## src/rtl/ctrl_flow_pkg.sv

```systemverilog
// Shared control-flow definitions: opcode encoding and default datapath width.
// Imported by every block on the decode-to-fetch path.
package ctrl_flow_pkg;

  localparam int CF_WIDTH = 19;

  typedef enum logic [2:0] {
    OP_NOP  = 3'd0,
    OP_BEQ  = 3'd1,
    OP_BNE  = 3'd2,
    OP_BLT  = 3'd3,
    OP_BGE  = 3'd4,
    OP_JMP  = 3'd5,
    OP_CALL = 3'd6,
    OP_RET  = 3'd7
  } cf_op_e;

endpackage

```

## src/rtl/pc_ras.sv

```systemverilog
// Return-address LIFO as a circular buffer; pop_data shows the top entry combinationally.
// A push while full silently overwrites the oldest entry; a pop while empty is ignored.
module pc_ras
  import ctrl_flow_pkg::*;
#(
  parameter int WIDTH     = CF_WIDTH,
  parameter int RAS_DEPTH = 8
) (
  input  logic             clk,
  input  logic             rst,
  input  logic             push,
  input  logic             pop,
  input  logic [WIDTH-1:0] push_data,
  output logic [WIDTH-1:0] pop_data,
  output logic             empty,
  output logic             full
);

  localparam int PTR_W = (RAS_DEPTH > 1) ? $clog2(RAS_DEPTH) : 1;
  localparam int CNT_W = $clog2(RAS_DEPTH + 1);
  localparam logic [PTR_W-1:0] LAST    = PTR_W'(RAS_DEPTH - 1);
  localparam logic [CNT_W-1:0] DEPTH_C = CNT_W'(RAS_DEPTH);

  logic [WIDTH-1:0] mem [RAS_DEPTH];
  logic [PTR_W-1:0] wr_ptr;
  logic [PTR_W-1:0] wr_ptr_inc;
  logic [PTR_W-1:0] top_ptr;
  logic [CNT_W-1:0] count;

  // wr_ptr is the next free slot; when full it also addresses the oldest entry.
  assign wr_ptr_inc = (wr_ptr == LAST) ? '0 : wr_ptr + 1'b1;
  assign top_ptr    = (wr_ptr == '0) ? LAST : wr_ptr - 1'b1;
  assign empty      = (count == '0);
  assign full       = (count == DEPTH_C);
  assign pop_data   = mem[top_ptr];

  always_ff @(posedge clk) begin
    if (rst) begin
      wr_ptr <= '0;
      count  <= '0;
    end else if (push) begin
      wr_ptr <= wr_ptr_inc;
      if (!full) count <= count + 1'b1;
    end else if (pop && !empty) begin
      wr_ptr <= top_ptr;
      count  <= count - 1'b1;
    end
  end

  always_ff @(posedge clk) begin
    if (push && !rst) mem[wr_ptr] <= push_data;
  end

endmodule

```

## src/rtl/pc_branch_unit.sv

```systemverilog
// Registered PC and next-PC branch resolver, one-cycle latency; stall holds all state.
// Return-address stack for CALL/RET is present only when PC_BRANCH_UNIT_RAS_EN is defined.
module pc_branch_unit
  import ctrl_flow_pkg::*;
#(
  parameter int               WIDTH     = CF_WIDTH,
  parameter int               RAS_DEPTH = 8,
  parameter logic [WIDTH-1:0] RESET_PC  = '0
) (
  input  logic             clk,
  input  logic             rst,
  input  logic             instr_valid,
  input  logic [2:0]       op,
  input  logic [WIDTH-1:0] r_a,
  input  logic [WIDTH-1:0] r_b,
  input  logic [WIDTH-1:0] target,
  input  logic             stall,
  output logic [WIDTH-1:0] pc,
  output logic             taken,
  output logic             ras_overflow,
  output logic             ras_underflow
);

  if (RAS_DEPTH < 2) begin : g_depth_check
    $error("pc_branch_unit: RAS_DEPTH must be at least 2");
  end

  cf_op_e           op_e;
  logic [WIDTH-1:0] seq;
  logic [WIDTH-1:0] nxt_pc;
  logic             nxt_taken;
  logic             accept;
  logic             cond_eq;
  logic             cond_lt;

  assign op_e    = cf_op_e'(op);
  assign seq     = pc + 1'b1;
  assign accept  = instr_valid && !stall;
  assign cond_eq = (r_a == r_b);
  assign cond_lt = ($signed(r_a) < $signed(r_b));

`ifdef PC_BRANCH_UNIT_RAS_EN
  logic             ras_push;
  logic             ras_pop;
  logic             ras_empty;
  logic             ras_full;
  logic [WIDTH-1:0] ras_top;
  logic             nxt_ovf;
  logic             nxt_unf;
  logic             ovf_q;
  logic             unf_q;

  pc_ras #(
    .WIDTH    (WIDTH),
    .RAS_DEPTH(RAS_DEPTH)
  ) u_ras (
    .clk      (clk),
    .rst      (rst),
    .push     (ras_push),
    .pop      (ras_pop),
    .push_data(seq),
    .pop_data (ras_top),
    .empty    (ras_empty),
    .full     (ras_full)
  );

  assign ras_overflow  = ovf_q;
  assign ras_underflow = unf_q;
`else
  assign ras_overflow  = 1'b0;
  assign ras_underflow = 1'b0;
`endif

  always_comb begin
    nxt_pc    = seq;
    nxt_taken = 1'b0;
`ifdef PC_BRANCH_UNIT_RAS_EN
    ras_push  = 1'b0;
    ras_pop   = 1'b0;
    nxt_ovf   = 1'b0;
    nxt_unf   = 1'b0;
`endif
    if (accept) begin
      case (op_e)
        OP_BEQ:  if (cond_eq)  begin nxt_pc = target; nxt_taken = 1'b1; end
        OP_BNE:  if (!cond_eq) begin nxt_pc = target; nxt_taken = 1'b1; end
        OP_BLT:  if (cond_lt)  begin nxt_pc = target; nxt_taken = 1'b1; end
        OP_BGE:  if (!cond_lt) begin nxt_pc = target; nxt_taken = 1'b1; end
        OP_JMP:  begin nxt_pc = target; nxt_taken = 1'b1; end
        OP_CALL: begin
          nxt_pc    = target;
          nxt_taken = 1'b1;
`ifdef PC_BRANCH_UNIT_RAS_EN
          ras_push  = 1'b1;
          nxt_ovf   = ras_full;
`endif
        end
        OP_RET: begin
`ifdef PC_BRANCH_UNIT_RAS_EN
          // An empty stack falls through to seq rather than jumping to stale storage.
          if (ras_empty) begin
            nxt_unf = 1'b1;
          end else begin
            ras_pop   = 1'b1;
            nxt_pc    = ras_top;
            nxt_taken = 1'b1;
          end
`endif
        end
        default: ;
      endcase
    end
  end

  always_ff @(posedge clk) begin
    if (rst) begin
      pc    <= RESET_PC;
      taken <= 1'b0;
    end else if (stall) begin
      taken <= 1'b0;
    end else begin
      pc    <= nxt_pc;
      taken <= nxt_taken;
    end
  end

`ifdef PC_BRANCH_UNIT_RAS_EN
  always_ff @(posedge clk) begin
    if (rst || stall) begin
      ovf_q <= 1'b0;
      unf_q <= 1'b0;
    end else begin
      ovf_q <= nxt_ovf;
      unf_q <= nxt_unf;
    end
  end
`endif

endmodule

```

## config.mk

```make
export PLATFORM = sky130hd
export DESIGN_NAME = pc_branch_unit
export DESIGN_NICKNAME = d
export VERILOG_FILES = /design/src/rtl/ctrl_flow_pkg.sv /design/src/rtl/pc_ras.sv /design/src/rtl/pc_branch_unit.sv
export SDC_FILE = /design/constraint.sdc
export NUM_CORES = 1
export LEC_CHECK = 0
export BUFFER_PORTS_ARGS = -buffer_cell sky130_fd_sc_hd__buf_4
export CAP_MARGIN = 25
export CORE_MARGIN = 2
export CORE_UTILIZATION = 40
export CTS_CLUSTER_SIZE = 12
export DETAILED_ROUTE_END_ITERATION = 10
export HOLD_SLACK_MARGIN = 0.12
export MAX_ROUTING_LAYER = met4
export PLACE_DENSITY = 0.71
export SLEW_MARGIN = 20
export SYNTH_ARGS = -nofsm -noshare
export SYNTH_HDL_FRONTEND = slang
export SYNTH_SLANG_ARGS = --single-unit
```

## constraint.sdc

```tcl
create_clock -name clk -period 3.25 [get_ports clk]
set_input_delay 0.65 -clock clk [delete_from_list [all_inputs] [get_ports clk]]
set_output_delay 0.65 -clock clk [all_outputs]
set_load 0.02 [all_outputs]
```

* Word-level counts from Yosys, hierarchy flattened
Cells that the tools add are included.
Word-level totals: register bits after elaboration 20, bits in latches 0, memory bits (writable) 0, ROM bits 0, input port bits 64, memories 0
Cells by class: add/subtract/negate cells 1, multipliers 0, div/mod/pow operators 0, order comparisons 1, equal/unequal tests 7, shift operators 0, mux-type cells 11, bitwise logic cells 1, reductions and logical operators 4
Operators by type and width (count):
- 2-to-1 mux 19 bit | 5
- one-hot mux 19 bit (5 select lines) | 1
- adder 19 x 1 -> 19 bit, second input constant | 1
- == test 19 bit | 1
- less-than comparator 19 bit | 1
- == test 3 bit, second input constant | 3
- == test 3 x 2 -> 1 bit, second input constant | 2
- one-hot mux 1 bit (5 select lines) | 1
- 2-to-1 mux 1 bit | 4
- == test 3 x 1 -> 1 bit, second input constant | 1
- OR reduction 3 bit | 1
- OR reduction 2 bit | 1
- logical AND 1 bit | 1
- logical NOT 1 bit | 1
- inverter 1 bit | 1

* Logic depth before layout (Yosys ltp)
word-level depth 4, depth in mapped cells 11, depth with buffers taken out 9

* Worst setup path after synthesis
No wires, ideal clock.
path kind input to register, start point input port r_b[10], end point register pc[16], arrival 2.664 ns, required time 3.128 ns, path slack 0.464 ns, stages on the path 9, buffers on the path 1, cell sequence inv_1 -> ha_1 -> nand4_1 -> nor3_1 -> mux2_2 -> a311oi_1 -> nand3_1 -> buf_2 -> o311a_1
Between the ends: longest elaborated chain between the ends 4, elaborated cells on any way between the ends 8
RTL lines:
- start, declared | line pc_branch_unit.sv:15 | input logic [WIDTH-1:0] r_b,
- less-than comparator 19 bit or == test 19 bit (tied branches) | line pc_branch_unit.sv:40, pc_branch_unit.sv:39
- 2-to-1 mux 19 bit (on tied branches)
- one-hot mux 19 bit (5 select lines) (*) | line pc_branch_unit.sv:84 | case (op_e)
- 2-to-1 mux 19 bit (*) | line pc_branch_unit.sv:83 | if (accept) begin
- end signal, assigned | line pc_branch_unit.sv:122 | pc <= nxt_pc;
- end, declared | line pc_branch_unit.sv:18 | output logic [WIDTH-1:0] pc,
Every way passes the cells marked *; elsewhere a longest branch is shown, timed or not. A chain may end at the register's enable or synchronous reset.

* Worst setup path after layout
start point input port r_a[8], end point register pc[6]
Between the ends: longest elaborated chain between the ends 4, elaborated cells on any way between the ends 8
RTL lines:
- start, declared | line pc_branch_unit.sv:14 | input logic [WIDTH-1:0] r_a,
- less-than comparator 19 bit or == test 19 bit (tied branches) | line pc_branch_unit.sv:40, pc_branch_unit.sv:39
- 2-to-1 mux 19 bit (on tied branches)
- one-hot mux 19 bit (5 select lines) (*) | line pc_branch_unit.sv:84
- 2-to-1 mux 19 bit (*) | line pc_branch_unit.sv:83
Marked as above.

==> out/summary.md <==
The logs give 6.969 mm for the global-route wire length before repair and 23 for the number of placement rows. For the final weighted congestion of routability-driven global placement, the log shows 0.8241. The first-pass iteration count of the detailed router came out at 4. Once placement finished, the instance area stood at 0.002351 mm2. The tools report the number of hold buffers added after CTS as 0.

The leakage power total was 1.126 nW; the post-route clock skew was 0.004907 ns. Based on the critical path, the design can be clocked at up to 0.3582 GHz. Setup violations remaining at the end of the flow were counted as 0. The worst register-to-register path ends at pc[14]. The cell count of the worst reg-to-reg path works out to 7.

The overall routed net length was 4.343 mm; the post-placement setup slack was 0.1712 ns. In the final timing run, aggregate negative setup slack is 0 ns. The worst setup path is captured at a register.

In the routed layout, each cell is associated on average with a via count of 5.347. The die is 68.99 um tall. The run gives 0 as the number of remaining DRC errors. The top fanout value on the critical path is 11. The initial antenna violation count came out at 0. The layout-stage area growth over the synthesis result is 42.44%, and the quantity of gates resized following cts is 0. For the data arrival time of the critical path, the log shows 2.99 ns. The number of antenna diodes in the final layout is 0. Final cycle utilization of the critical path: 0.8590. The worst hold path begins at pc[0]. For this design, the sink count on the clock tree is 20. The logs give 30 for the maximum number of pins on one net before global-route repair and 0 for the count of pins over their slew limit.

The placeable core region is 0.004029 mm2. TritonCTS built the clock tree. The global-route usage over all layers was 0.1935.

The worst path setup slack after routing was 0.4584 ns. For the number of warning messages in the yosys log, the log shows 0. At the later pin of the worst-skew pair, clock insertion delay measures 0.26 ns. The worst hold path terminates at pc[0]. For the design area, the log shows 0.002406 mm2. The worst setup path startpoint was r_a[8]. The total overflow left after global routing is 0.

The startpoint identified for the worst register-to-register timing path is pc[0]. The number of flip-flops and latches in the synthesized netlist is 20, and the number of nets with antenna violations after routing is 0. The tightest min-delay check is of the reg -> reg type. The worst setup path is of the in -> reg kind. The tools report the DRC violation total after the first TritonRoute iteration as 100. Ranked by total cell area, the synthesized netlist is headed by sky130_fd_sc_hd__dfxtp_1, sky130_fd_sc_hd__ha_1, sky130_fd_sc_hd__inv_1.

The fraction of synthesized cell area taken by the top area cell type is 0.2370. The average size of a mapped cell was 7.575 um2. For the clock tree buffer depth, the log shows 2.

The die covers 0.004759 mm2. The HPWL after detailed placement is 3.384 mm. The worst path in the final design needs a cycle of 2.792 ns, including I/O delays and setup. In this run the tool buffered the top-level ports with 83 buffer cells. The cell area after synthesis was 0.001689 mm2. The CTS clock-pin slew for the worst setup and hold paths is 0.08 ns, and the number of I/O pins is 86.

IR analysis of the VDD net gives a maximum drop of 0.1799 mV. STA classifies the critical path startpoint as an input pin. Total number of nets in the final design: 387. Critical path required time: 3.45 ns. Register-to-register path setup slack: 1.00 ns. The maximum level of the CTS H-tree is 1, and the number of buffers inserted by post-CTS setup repair is 0. The cell at the root of the clock tree is sky130_fd_sc_hd__clkbuf_8. The power density over the cells came out at 294.5 mW/mm2. The hold violation total from the final report is 0. Max-cap violations in this run came to 0. The logs give 0.4193 for the initial cell density of the core and 43 for the number of distinct standard cells referenced by the synthesized netlist. Setup repair after global routing left no endpoint under its margin. The tools report the via count of the first global-routing pass as 1619.

The detail-routed net length per standard cell is 12.34 um, and the number of vias in the routed layout is 1882. The flow ran to the end, and the final reports show no timing, DRC or antenna violations. The sequential area share after synthesis is 0.2370, and the count of cells along the worst hold path is 2. The biggest area contributor in the post-synthesis netlist is sky130_fd_sc_hd__dfxtp_1. The fraction of final layout cells with drive strength greater than 1 was 0.3113; the cell count after synthesis was 223.

The number of clock buffers added by TritonCTS is 3. The floorplan step set the die width to 68.99 um.
report_power, final:
part	total, mW	leakage (nW)	internal (mW)	switching (mW)
clock network	0.194	0.0288	0.108	0.0864
logic	0.229	0.933	0.122	0.107
registers	0.285	0.163	0.262	0.0226
how the worst max path moves through the flow:
| stage | to | cells after the start |
|---|---|---|
| after floorplan | pc[16] | 9 |
| after global placement | pc[8] | 10 |
| after detailed placement | pc[6] | 10 |
| after CTS | pc[6] | 10 |
| after global routing | pc[1] | 10 |
| final | pc[6] | 10 |
metal layers:
metal | up-vias | global-route usage | share of wire
li1 | 979 | - | -
met1 | 853 | 0.2681 | 0.47
met2 | 46 | 0.3005 | 0.47
met3 | 4 | 0.03409 | 0.052
met4 | 0 | 0.02941 | 0.0097
met5 | - | - | 0
Yosys cell counts (all sizes together):
| cell type | n |
|---|---|
| a2111oi | 3 |
| inv | 25 |
| xor2 | 2 |
| nor2 | 14 |
| nand3b | 2 |
| a31oi | 6 |
| o211ai | 1 |
| and3 | 6 |
| buf | 5 |
| o21ai | 5 |
| o221ai | 1 |
| a22oi | 9 |
| and2 | 2 |
| mux2i | 1 |
| nand4 | 7 |
| or2 | 1 |
| or3 | 1 |
| nor3 | 6 |
| or4 | 6 |
| nor3b | 2 |
| a41oi | 1 |
| a21o | 2 |
| nor4 | 4 |
| xnor2 | 1 |
| nor2b | 1 |
| dfxtp | 20 |
| ha | 20 |
| mux2 | 1 |
| a211o | 3 |
| o2111ai | 1 |
| nand2 | 17 |
| a311oi | 4 |
| o21a | 3 |
| clkbuf | 7 |
| a31o | 1 |
| a211oi | 3 |
| o311a | 1 |
| nand3 | 13 |
| conb | 1 |
| nand2b | 1 |
| a21oi | 13 |
layout make-up:
type | instances | area (um2)
multi-input combinational | 167 | 1136
sequential | 20 | 400.4
tap | 50 | 62.56
timing repair buffer | 86 | 658.1
clock buffer | 4 | 55.05
fill | 393 | 1623
inverter | 25 | 93.84
worst max-delay path: stages:
cell and delay, ns:
sky130_fd_sc_hd__buf_4 0.11, sky130_fd_sc_hd__ha_1 0.30, sky130_fd_sc_hd__a211o_1 0.27, sky130_fd_sc_hd__o211ai_2 0.06, sky130_fd_sc_hd__o2111ai_1 0.17, sky130_fd_sc_hd__a211o_1 0.33, sky130_fd_sc_hd__and3_1 0.27, sky130_fd_sc_hd__buf_4 0.21
sky130_fd_sc_hd__or4_1 0.47, sky130_fd_sc_hd__a31oi_1 0.16
cells by family after synthesis:
kind of cell | after synthesis | share of synthesized area
flip-flops | 20 | 0.2370
AND/OR/NAND/NOR | 83 | 0.2548
multiplexers | 2 | 0.01259
other | 1 | 0.002220
AO/OA/AOI/OAI | 57 | 0.2370
adder cells (fa/ha/maj) | 20 | 0.1481
XOR/XNOR | 3 | 0.01556
buffers and inverters | 37 | 0.09259
state kept, by name, summed over array words and instances, names as in the netlist:
name and flops:
pc 19, taken 1
metrics by stage:
stage,power (mW),instances,util,hold WS [ns]
final,0.7085,352,0.5972,0.5404
after CTS,0.7154,352,0.5972,0.5412
after detailed placement,0.5216,348,0.5835,0.5328
after global routing,0.7525,352,0.5972,0.5777
after global placement,0.5183,348,0.5835,0.5155
after floorplan,0.4101,224,-,0.5807
placed cells by master, fill, tap and decap left out, types with 5 or more instances in the layout:
cell and count:
sky130_fd_sc_hd__nor2_1 14, sky130_fd_sc_hd__nand3_1 13, sky130_fd_sc_hd__o21ai_0 5, sky130_fd_sc_hd__ha_1 20, sky130_fd_sc_hd__or4_1 6, sky130_fd_sc_hd__nand4_1 7
sky130_fd_sc_hd__a31oi_1 6, sky130_fd_sc_hd__and3_1 6, sky130_fd_sc_hd__buf_4 85, sky130_fd_sc_hd__inv_1 25, sky130_fd_sc_hd__nor3_1 6, sky130_fd_sc_hd__dfxtp_1 20
sky130_fd_sc_hd__a21oi_1 13, sky130_fd_sc_hd__nand2_1 17, sky130_fd_sc_hd__a22oi_1 9
(Power assumes the default switching activity.)
